--- src/rtl/uart_rx_cfg_if.sv ---
// Serial-receiver bus: line, oversampling strobe, frame config and received-word results.
interface uart_rx_cfg_if #(
  parameter int unsigned NB_DATA = 8
);

  logic               i_s_tick;
  logic               i_rx;
  logic [1:0]         i_parity_mode;
  logic               i_stop_bits;
  logic [NB_DATA-1:0] o_data;
  logic               o_rx_done_tick;
  logic               o_parity_err;
  logic               o_frame_err;
  logic               o_break;

  // Side that drives the line and config, and consumes received words.
  modport master (
    output i_s_tick, i_rx, i_parity_mode, i_stop_bits,
    input  o_data, o_rx_done_tick, o_parity_err, o_frame_err, o_break
  );

  // Receiver side.
  modport slave (
    input  i_s_tick, i_rx, i_parity_mode, i_stop_bits,
    output o_data, o_rx_done_tick, o_parity_err, o_frame_err, o_break
  );

endinterface

--- src/rtl/uart_rx_cfg.sv ---
// Oversampling UART receiver with runtime parity/stop configuration,
// majority-vote bit sampling, frame/parity error and break detection.
module uart_rx_cfg #(
  parameter int unsigned NB_DATA     = 8,
  parameter int unsigned N_TICKS     = 16,
  parameter int unsigned NB_TICK_CNT = 5
) (
  input  logic          i_clock,
  input  logic          i_reset,
  uart_rx_cfg_if.slave  bus
);

  localparam int unsigned MID        = N_TICKS / 2;
  localparam int unsigned NB_BIT_CNT = 3;

  localparam logic [NB_TICK_CNT-1:0] T_S0  = NB_TICK_CNT'(MID - 1);
  localparam logic [NB_TICK_CNT-1:0] T_S1  = NB_TICK_CNT'(MID);
  localparam logic [NB_TICK_CNT-1:0] T_S2  = NB_TICK_CNT'(MID + 1);
  localparam logic [NB_TICK_CNT-1:0] T_END = NB_TICK_CNT'(N_TICKS - 1);

  typedef enum logic [2:0] {
    IDLE, START, DATA, PARITY, STOP, BRK_WAIT
  } state_t;

  state_t               state, state_n;
  logic [NB_TICK_CNT-1:0] cnt, cnt_n;
  logic [NB_BIT_CNT-1:0]  bit_cnt, bit_cnt_n;
  logic [NB_DATA-1:0]     shreg, shreg_n;
  logic [1:0]             samp, samp_n;
  logic                   par_en, par_en_n;
  logic                   par_odd, par_odd_n;
  logic                   two_stop, two_stop_n;
  logic                   par_err_p, par_err_p_n;
  logic                   frm_err_p, frm_err_p_n;
  logic                   par_bit, par_bit_n;
  logic                   stop0, stop0_n;
  logic [NB_DATA-1:0]     data_q, data_n;
  logic                   done_q, done_n;
  logic                   par_err_q, par_err_n;
  logic                   frm_err_q, frm_err_n;
  logic                   brk_q, brk_n;

  logic rx_meta, rx_sync;
  logic tick, maj, sample_pt, bit_end;
  logic frm_now, stop0_now, is_brk;

  // Two-flop synchronizer for the asynchronous line (idle high).
  always_ff @(posedge i_clock or negedge i_reset) begin
    if (!i_reset) begin
      rx_meta <= 1'b1;
      rx_sync <= 1'b1;
    end else begin
      rx_meta <= bus.i_rx;
      rx_sync <= rx_meta;
    end
  end

  assign tick      = bus.i_s_tick;
  assign maj       = (samp[0] & samp[1]) | (samp[0] & rx_sync) | (samp[1] & rx_sync);
  assign sample_pt = tick && (cnt == T_S2);
  assign bit_end   = tick && (cnt == T_END);

  // Next-state and datapath: tick counting, majority sampling, frame assembly, completion.
  always_comb begin
    state_n     = state;
    cnt_n       = cnt;
    bit_cnt_n   = bit_cnt;
    shreg_n     = shreg;
    samp_n      = samp;
    par_en_n    = par_en;
    par_odd_n   = par_odd;
    two_stop_n  = two_stop;
    par_err_p_n = par_err_p;
    frm_err_p_n = frm_err_p;
    par_bit_n   = par_bit;
    stop0_n     = stop0;
    data_n      = data_q;
    done_n      = 1'b0;
    par_err_n   = par_err_q;
    frm_err_n   = frm_err_q;
    brk_n       = brk_q;
    frm_now     = frm_err_p | ~maj;
    stop0_now   = (bit_cnt == '0) ? maj : stop0;
    is_brk      = (shreg == '0) && (!par_en || !par_bit) && !stop0_now;

    if (tick && state != IDLE && state != BRK_WAIT) begin
      cnt_n = bit_end ? '0 : cnt + NB_TICK_CNT'(1);
      if (cnt == T_S0) samp_n[0] = rx_sync;
      if (cnt == T_S1) samp_n[1] = rx_sync;
    end

    case (state)
      IDLE: begin
        if (tick && !rx_sync) begin
          state_n     = START;
          cnt_n       = '0;
          bit_cnt_n   = '0;
          par_en_n    = (bus.i_parity_mode == 2'b01) || (bus.i_parity_mode == 2'b10);
          par_odd_n   = (bus.i_parity_mode == 2'b10);
          two_stop_n  = bus.i_stop_bits;
          par_err_p_n = 1'b0;
          frm_err_p_n = 1'b0;
          par_bit_n   = 1'b0;
          stop0_n     = 1'b1;
        end
      end
      START: begin
        if (sample_pt && maj) begin
          state_n = IDLE;
          cnt_n   = '0;
        end else if (bit_end) begin
          state_n   = DATA;
          bit_cnt_n = '0;
        end
      end
      DATA: begin
        if (sample_pt) shreg_n = {maj, shreg[NB_DATA-1:1]};
        if (bit_end) begin
          if (bit_cnt == NB_BIT_CNT'(NB_DATA - 1)) begin
            bit_cnt_n = '0;
            state_n   = par_en ? PARITY : STOP;
          end else begin
            bit_cnt_n = bit_cnt + NB_BIT_CNT'(1);
          end
        end
      end
      PARITY: begin
        if (sample_pt) begin
          par_bit_n = maj;
          if (maj != ((^shreg) ^ par_odd)) par_err_p_n = 1'b1;
        end
        if (bit_end) begin
          state_n   = STOP;
          bit_cnt_n = '0;
        end
      end
      STOP: begin
        if (sample_pt) begin
          frm_err_p_n = frm_now;
          stop0_n     = stop0_now;
          // Complete at mid-sample of the last stop bit to leave room for resync.
          if (!two_stop || bit_cnt != '0) begin
            done_n    = 1'b1;
            data_n    = shreg;
            par_err_n = par_err_p;
            frm_err_n = frm_now;
            brk_n     = is_brk;
            state_n   = is_brk ? BRK_WAIT : IDLE;
            cnt_n     = '0;
          end
        end else if (bit_end) begin
          bit_cnt_n = bit_cnt + NB_BIT_CNT'(1);
        end
      end
      BRK_WAIT: begin
        if (tick && rx_sync) begin
          state_n = IDLE;
          cnt_n   = '0;
        end
      end
      default: state_n = IDLE;
    endcase
  end

  // State, datapath and output registers.
  always_ff @(posedge i_clock or negedge i_reset) begin
    if (!i_reset) begin
      state     <= IDLE;
      cnt       <= '0;
      bit_cnt   <= '0;
      shreg     <= '0;
      samp      <= '0;
      par_en    <= 1'b0;
      par_odd   <= 1'b0;
      two_stop  <= 1'b0;
      par_err_p <= 1'b0;
      frm_err_p <= 1'b0;
      par_bit   <= 1'b0;
      stop0     <= 1'b0;
      data_q    <= '0;
      done_q    <= 1'b0;
      par_err_q <= 1'b0;
      frm_err_q <= 1'b0;
      brk_q     <= 1'b0;
    end else begin
      state     <= state_n;
      cnt       <= cnt_n;
      bit_cnt   <= bit_cnt_n;
      shreg     <= shreg_n;
      samp      <= samp_n;
      par_en    <= par_en_n;
      par_odd   <= par_odd_n;
      two_stop  <= two_stop_n;
      par_err_p <= par_err_p_n;
      frm_err_p <= frm_err_p_n;
      par_bit   <= par_bit_n;
      stop0     <= stop0_n;
      data_q    <= data_n;
      done_q    <= done_n;
      par_err_q <= par_err_n;
      frm_err_q <= frm_err_n;
      brk_q     <= brk_n;
    end
  end

  assign bus.o_data         = data_q;
  assign bus.o_rx_done_tick = done_q;
  assign bus.o_parity_err   = par_err_q;
  assign bus.o_frame_err    = frm_err_q;
  assign bus.o_break        = brk_q;

endmodule
--- src/flat_wrapper.sv ---
// flat-port wrapper written by rule: the top's interface ports become plain ports
module uart_rx_cfg_flat 
#(
  parameter int unsigned NB_DATA     = 8,
  parameter int unsigned N_TICKS     = 16,
  parameter int unsigned NB_TICK_CNT = 5
)
  (i_clock, i_reset, bus_i_s_tick, bus_i_rx, bus_i_parity_mode, bus_i_stop_bits, bus_o_data, bus_o_rx_done_tick, bus_o_parity_err, bus_o_frame_err, bus_o_break);
  uart_rx_cfg_if #(.NB_DATA(NB_DATA)) bus_i ();
  input  logic i_clock;
  input  logic i_reset;
  input wire logic [$bits(bus_i.i_s_tick)-1:0] bus_i_s_tick;
  input wire logic [$bits(bus_i.i_rx)-1:0] bus_i_rx;
  input wire logic [$bits(bus_i.i_parity_mode)-1:0] bus_i_parity_mode;
  input wire logic [$bits(bus_i.i_stop_bits)-1:0] bus_i_stop_bits;
  output wire logic [$bits(bus_i.o_data)-1:0] bus_o_data;
  output wire logic [$bits(bus_i.o_rx_done_tick)-1:0] bus_o_rx_done_tick;
  output wire logic [$bits(bus_i.o_parity_err)-1:0] bus_o_parity_err;
  output wire logic [$bits(bus_i.o_frame_err)-1:0] bus_o_frame_err;
  output wire logic [$bits(bus_i.o_break)-1:0] bus_o_break;
  assign bus_i.i_s_tick = bus_i_s_tick;
  assign bus_i.i_rx = bus_i_rx;
  assign bus_i.i_parity_mode = bus_i_parity_mode;
  assign bus_i.i_stop_bits = bus_i_stop_bits;
  assign bus_o_data = bus_i.o_data;
  assign bus_o_rx_done_tick = bus_i.o_rx_done_tick;
  assign bus_o_parity_err = bus_i.o_parity_err;
  assign bus_o_frame_err = bus_i.o_frame_err;
  assign bus_o_break = bus_i.o_break;
  uart_rx_cfg #(.NB_DATA(NB_DATA), .N_TICKS(N_TICKS), .NB_TICK_CNT(NB_TICK_CNT)) u_core (.i_clock(i_clock), .i_reset(i_reset), .bus(bus_i));
endmodule
--- config.mk ---
export PLATFORM = sky130hd
export DESIGN_NAME = uart_rx_cfg_flat
export DESIGN_NICKNAME = d
export VERILOG_FILES = /design/src/rtl/uart_rx_cfg_if.sv /design/src/rtl/uart_rx_cfg.sv /design/src/flat_wrapper.sv
export SDC_FILE = /design/constraint.sdc
export NUM_CORES = 1
export LEC_CHECK = 0
export CORE_ASPECT_RATIO = 1.75
export CORE_MARGIN = 8
export CORE_UTILIZATION = 59
export CTS_BUF_LIST = sky130_fd_sc_hd__clkbuf_2 sky130_fd_sc_hd__clkbuf_4 sky130_fd_sc_hd__clkbuf_8
export CTS_CLUSTER_SIZE = 20
export DETAILED_ROUTE_END_ITERATION = 16
export GPL_TIMING_DRIVEN = 1
export PLACE_DENSITY = 0.78
export SLEW_MARGIN = 20
export SYNTH_ARGS = -nofsm -noshare
export SYNTH_HDL_FRONTEND = slang
export SYNTH_SLANG_ARGS = --single-unit
export TNS_END_PERCENT = 10
--- constraint.sdc ---
create_clock -name i_clock -period 2.01 [get_ports i_clock]
set_clock_uncertainty 0.1 [all_clocks]
set_input_delay 0.5025 -clock i_clock [delete_from_list [all_inputs] [get_ports i_clock]]
set_output_delay 0.5025 -clock i_clock [all_outputs]
set_load 0.02 [all_outputs]
# After elaboration in Yosys (flattened, before gate mapping)
# Index checks and enable logic that the tools add are counted.
# op_classes
addsub	2
n_eq_ne	27
n_mux	43
bitwise_logic	8
reduce_logical	36
# op_table
op	n
3-bit 2-to-1 mux	18
5-bit 2-to-1 mux	7
2-bit by 1-bit != test with 1-bit output (second input constant)	10
5-bit one-hot mux with 4 select lines	1
3-bit one-hot mux with 6 select lines	1
5-bit by 4-bit == test with 1-bit output (second input constant)	3
3-bit one-hot mux with 5 select lines	1
1-bit 2-to-1 mux	11
3-bit == test (second input constant)	3
1-bit logical AND	9
3-bit AND reduction	3
8-bit zero test	1
1-bit one-hot mux with 2 select lines	4
2-bit AND reduction	4
8-bit AND reduction	1
8-bit parity	1
3-bit by 2-bit == test with 1-bit output (second input constant)	2
3-bit zero test	2
6-bit AND reduction	1
3-bit nonzero test	2
5-bit by 1-bit adder with 5-bit output (second input constant)	1
5-bit by 3-bit == test with 1-bit output (second input constant)	1
1-bit zero test	5
5-bit nonzero test	1
other kinds (15)	23
# word_totals
reg_bits	42
input_bits	7
output_inout_bits	12
word_cells	136

# Logic depth before layout (Yosys ltp)
# depth
depth_word	10
mapped_depth	8
depth_no_buf	7

# Least setup slack after synthesis
# No wires, ideal clock.
# synth_path
path_type	register to register
startpoint	reg u_core.cnt[0]
endpoint	reg u_core.bit_cnt[0]
setup_time_ns	0.128
arrival_time_ns	1.568
required_ns	1.782
slack_ns	0.215
path_stages_with_launch	7
path_buffers	0
period_less_slack_ns	1.795
cell_sequence	dfrtp_1 ha_1 nand2_1 or3_1 a21oi_2 a31oi_2 mux2_1
# synth_between
elab_chain_cells	5
elab_cells_between_ends	13
cone_classes	6 x eq/ne; 3 x mux; 4 x reduce/logical
# synth_rtl
item	line_no	source
start: declaration	uart_rx_cfg.sv:26	logic [NB_TICK_CNT-1:0] cnt, cnt_n;
start signal: assignment	uart_rx_cfg.sv:187	cnt <= cnt_n;
5-bit by 4-bit == test with 1-bit output, on equally long branches	uart_rx_cfg.sv:61, uart_rx_cfg.sv:60	
1-bit logical AND, on equally long branches	uart_rx_cfg.sv:61, uart_rx_cfg.sv:60	
3-bit 2-to-1 mux or 1-bit logical AND (tied branches)	--	
3-bit 2-to-1 mux or 2-bit != test (tied branches)	--	
3-bit one-hot mux with 5 select lines or 6-bit AND reduction (tied branches)	--	
end signal: assignment	uart_rx_cfg.sv:188	bit_cnt <= bit_cnt_n;
end: declaration	uart_rx_cfg.sv:27	logic [NB_BIT_CNT-1:0] bit_cnt, bit_cnt_n;
# Parallel ways exist; a longest one is shown, timed or not. The select of a mux whose other input is x is not followed.
# A chain may end at the register's enable or synchronous reset.

# Worst setup path in the final report
# layout_path
startpoint	reg u_core.rx_sync
endpoint	reg u_core.state[1]
# layout_between
elab_chain_cells	6
elab_cells_between_ends	14
cone_classes	3 x eq/ne; 2 x mux; 4 x bitwise; 5 x reduce/logical
# layout_rtl
item	line_no	source
start: declaration	uart_rx_cfg.sv:43	logic rx_meta, rx_sync;
start signal: assignment	uart_rx_cfg.sv:54	rx_sync <= rx_meta;
1-bit AND	uart_rx_cfg.sv:59	assign maj = (samp[0] & samp[1]) | (samp[0] & rx_sync) | (samp[1] & rx_sync);
1-bit OR (2 in a row)	uart_rx_cfg.sv:59	
1-bit logical AND	uart_rx_cfg.sv:108	if (sample_pt && maj) begin
3-bit by 1-bit != test with 1-bit output (no line) or 3-bit 2-to-1 mux (tied branches)	--	
8-bit AND reduction (no line) or 3-bit one-hot mux with 6 select lines (tied branches)	--	
end signal: assignment	uart_rx_cfg.sv:186	state <= state_n;
end: declaration	uart_rx_cfg.sv:25	state_t state, state_n;
# Parallel ways exist; a longest one is shown, timed or not.

==> flow_metrics.env <==
export IMPL_clock_sinks=42
export IMPL_synth_avg_cell_area_um2=10.0
export IMPL_finalCriticalPeriod_ps=1910
export IMPL_rr_startpoint="u_core.rx_sync"
export IMPL_wl_per_cell_um=15.3
export IMPL_clk_latency_ps=300
export IMPL_layout_drive_gt1_share_pct=20.8
export IMPL_ant_nets=0
export IMPL_rows=29
export IMPL_ys_seq_area_share_pct=47.8
export IMPL_final_area_mm2=0.00270
export IMPL_place_congestion=0.943
export IMPL_worstPathMaxFanout=7
export IMPL_ctsHoldBuffers=0
export IMPL_setup_slack_ps=97.0
export IMPL_hold_class="in2async"
export IMPL_ys_top_cells_by_area="dfrtp_1 45%, ha_1 6.2%, nand2_1 6.0%"
export IMPL_end_kind="flop"
export IMPL_relSlewSlack_pct=67.5
export IMPL_syn_to_final_growth_pct=22.3
export IMPL_rsz0062_at_grt="no"
export IMPL_grt_pass1_vias=1847
export IMPL_yosysTopAreaCellShare_pct=45.4
export IMPL_crit_family="flip-flops"
export IMPL_htreeDepth=2
export IMPL_fmax_mhz=523
export IMPL_path_buf_inv=1
export IMPL_ir_worst_vdd_mv=0.712
export IMPL_yosysWarningCount=0
export IMPL_rr_endpoint="u_core.state[1]"
export IMPL_post_dp_cell_area_mm2=0.00257
export IMPL_hpwl_mm=3.67
export IMPL_async_flop_share_pct=100
export IMPL_slew_violations=0
export IMPL_dr_total_vias=1670
export IMPL_ios=19
export IMPL_status="finished clean"
export IMPL_dr_pass1_iters=4
export IMPL_start_util_pct=61.4
export IMPL_p_per_area_mw_per_mm2=971
export IMPL_drt_iter0_markers=38
export IMPL_design_die_area_mm2=0.00603
export IMPL_ff2ff_setup_slack_ps=100
export IMPL_synth_ff_type="dfrtp_1"
export IMPL_grt_usage_pct=16.4
export IMPL_cp_cell_sequence="maj3_2 -> nor4b_1 -> o32ai_1 -> buf_4 -> o31ai_1"
export IMPL_synth_edf_count=0
export IMPL_tritoncts="built"
export IMPL_num_fill_cells=253
export IMPL_die_x_um=62.2
export IMPL_multi_input_area_mm2=0.00106
export IMPL_antenna_found_initial=0
export IMPL_overflow=0
export IMPL_fin_util_pct=75.1
export IMPL_cts_buffers=5
export IMPL_grt_max_degree=25
export IMPL_final_nets=277
export IMPL_synthCells=220
export IMPL_start_kind="flop"
export IMPL_r2r_cells=5
export IMPL_cp_arrival_ps=2020
export IMPL_max_cap_viol_count=0
export IMPL_final_seq_area_mm2=0.00105
export IMPL_cp_required_ps=2120
export IMPL_synth_most_common_cell="dfrtp_1"
export IMPL_core_mm2=0.00359
export IMPL_tightest_slew_ps=482
export IMPL_power_mw=2.62
export IMPL_clock_path_buffers=2
export IMPL_ys_types=52
export IMPL_pre_cts_ws_ps=-419
export IMPL_crit_type="reg2reg"
export IMPL_hold_violations=0
export IMPL_path_clk_slew_ps=80
export IMPL_synth_common_cells="40 x dfrtp_1, 35 x nand2_1, 23 x o21ai_0, 15 x inv_1, 11 x ha_1"
export IMPL_fin_crit_sh_pct=95.2
export IMPL_drc=0
export IMPL_cellLeakagePower_nw=1.30
export IMPL_cts_root_buffer="clkbuf_8"
export IMPL_cpPeakStageDelay_ps=600
export IMPL_die_height_um=96.9
export IMPL_syn_num_nets=238
export IMPL_ys_seq_elements=42
export IMPL_post_place_cells=298
export IMPL_slowest_stage="dfstp_2"
export IMPL_antennaDiodeCount=0
export IMPL_portBuffers=18
export IMPL_setup_viol=0
export IMPL_synth_top_area_cell="dfrtp_1"
export IMPL_via_per_inst=5.46
export IMPL_grt_pass1_wl_mm=8.01
export IMPL_synth_area_mm2=0.00221
export IMPL_wirelength_mm=4.67
export IMPL_stdcell_count=306
==> power breakdown <==
part	internal [mW]	leakage, nW	switching (mW)
combinational	0.406	0.722	0.438
sequential	0.952	0.521	0.146
clock	0.372	0.0585	0.306
total	1.73	1.30	0.890
==> worst max path at each step <==
stage / depth (start not counted) / to / from
after floorplan: 6 / u_core.bit_cnt[0] / u_core.cnt[0]
after detailed placement: 7 / u_core.bus.o_data[6] / bus_i_s_tick
after global routing: 5 / u_core.state[1] / u_core.rx_sync
after CTS: 6 / u_core.bus.o_break / u_core.bit_cnt[0]
after global placement: 6 / u_core.bit_cnt[1] / bus_i_s_tick
final: 5 / u_core.state[1] / u_core.rx_sync
==> placed cells by master, fill, tap and decap left out, drive strengths merged, types with 3 or more instances in the layout <==
cell type       n
xnor2           4
nand3b          3
ha             11
buf            23
nor2b           3
a21oi           9
clkdlybuf4s50  16
nand2b          4
clkbuf          5
xor2            3
dfrtp          40
nor2           10
a31oi           3
mux2            7
nand2          35
o21ai          23
inv            17
nor3            5
and3            3
==> area by class of cell <==
| type | count | share of cell area [%] |
|---|---|---|
| clock inverter | 3 | 1.62 |
| clock buffer | 5 | 2.55 |
| sequential | 42 | 39.1 |
| multi-input combinational | 154 | 39.2 |
| inverter | 16 | 2.23 |
| tap | 46 | 2.13 |
| timing repair buffer | 40 | 13.2 |
==> worst reg2reg max path, stage by stage, from the launching register on <==
cell and delay, ps:
dfstp_2 600, maj3_2 250, nor4b_1 290, o32ai_1 190, buf_4 170, o31ai_1 210
==> cells by family (layout without fill, tap and decap cells) <==
group | count (synthesis) | in the layout | share of synthesized area (%)
and+or+nand+nor | 79 | 79 | 20.0
DFF | 42 | 42 | 47.8
xor gates and xnor gates | 7 | 7 | 2.78
buffers and inverters | 24 | 64 | 4.88
AOI/OAI and AO/OA | 47 | 47 | 13.2
adders and majority gates | 12 | 12 | 6.75
muxes | 9 | 9 | 4.65
==> per-layer routing <==
| layer | track usage (%) | up-vias | routed length [um] |
|---|---|---|---|
| li1 | - | 827 | - |
| met1 | 14.1 | 814 | 1620 |
| met2 | 32.3 | 20 | 2820 |
| met3 | 3.70 | 9 | 113 |
| met4 | 9.76 | 0 | 119 |
| met5 | 0 | - | 0 |
==> timing repair <==
| item | 4_1_cts | 5_1_grt |
|---|---|---|
| endpoints found under the setup margin | 16 | 10 |
| setup buffers | 0 | 0 |
| resized for setup | 1 | 5 |
==> registers in the layout (all words and copies together), names as in the netlist, 2 cells and up <==
register,cells
u_core.cnt,5
u_core.bus.o_data,8
u_core.shreg,8
u_core.bit_cnt,3
u_core.samp,2
u_core.state,3
==> per-stage QoR <==
stage | setup TNS (ps) | hold slack [ps]
global route | 0 | 72.3
detailed placement | -11970 | 248
CTS | 0 | 50.8
finish | 0 | 41.7
floorplan | 0 | 107
global placement | -9800 | 247
Note: power is estimated with default switching activity, not from simulation.
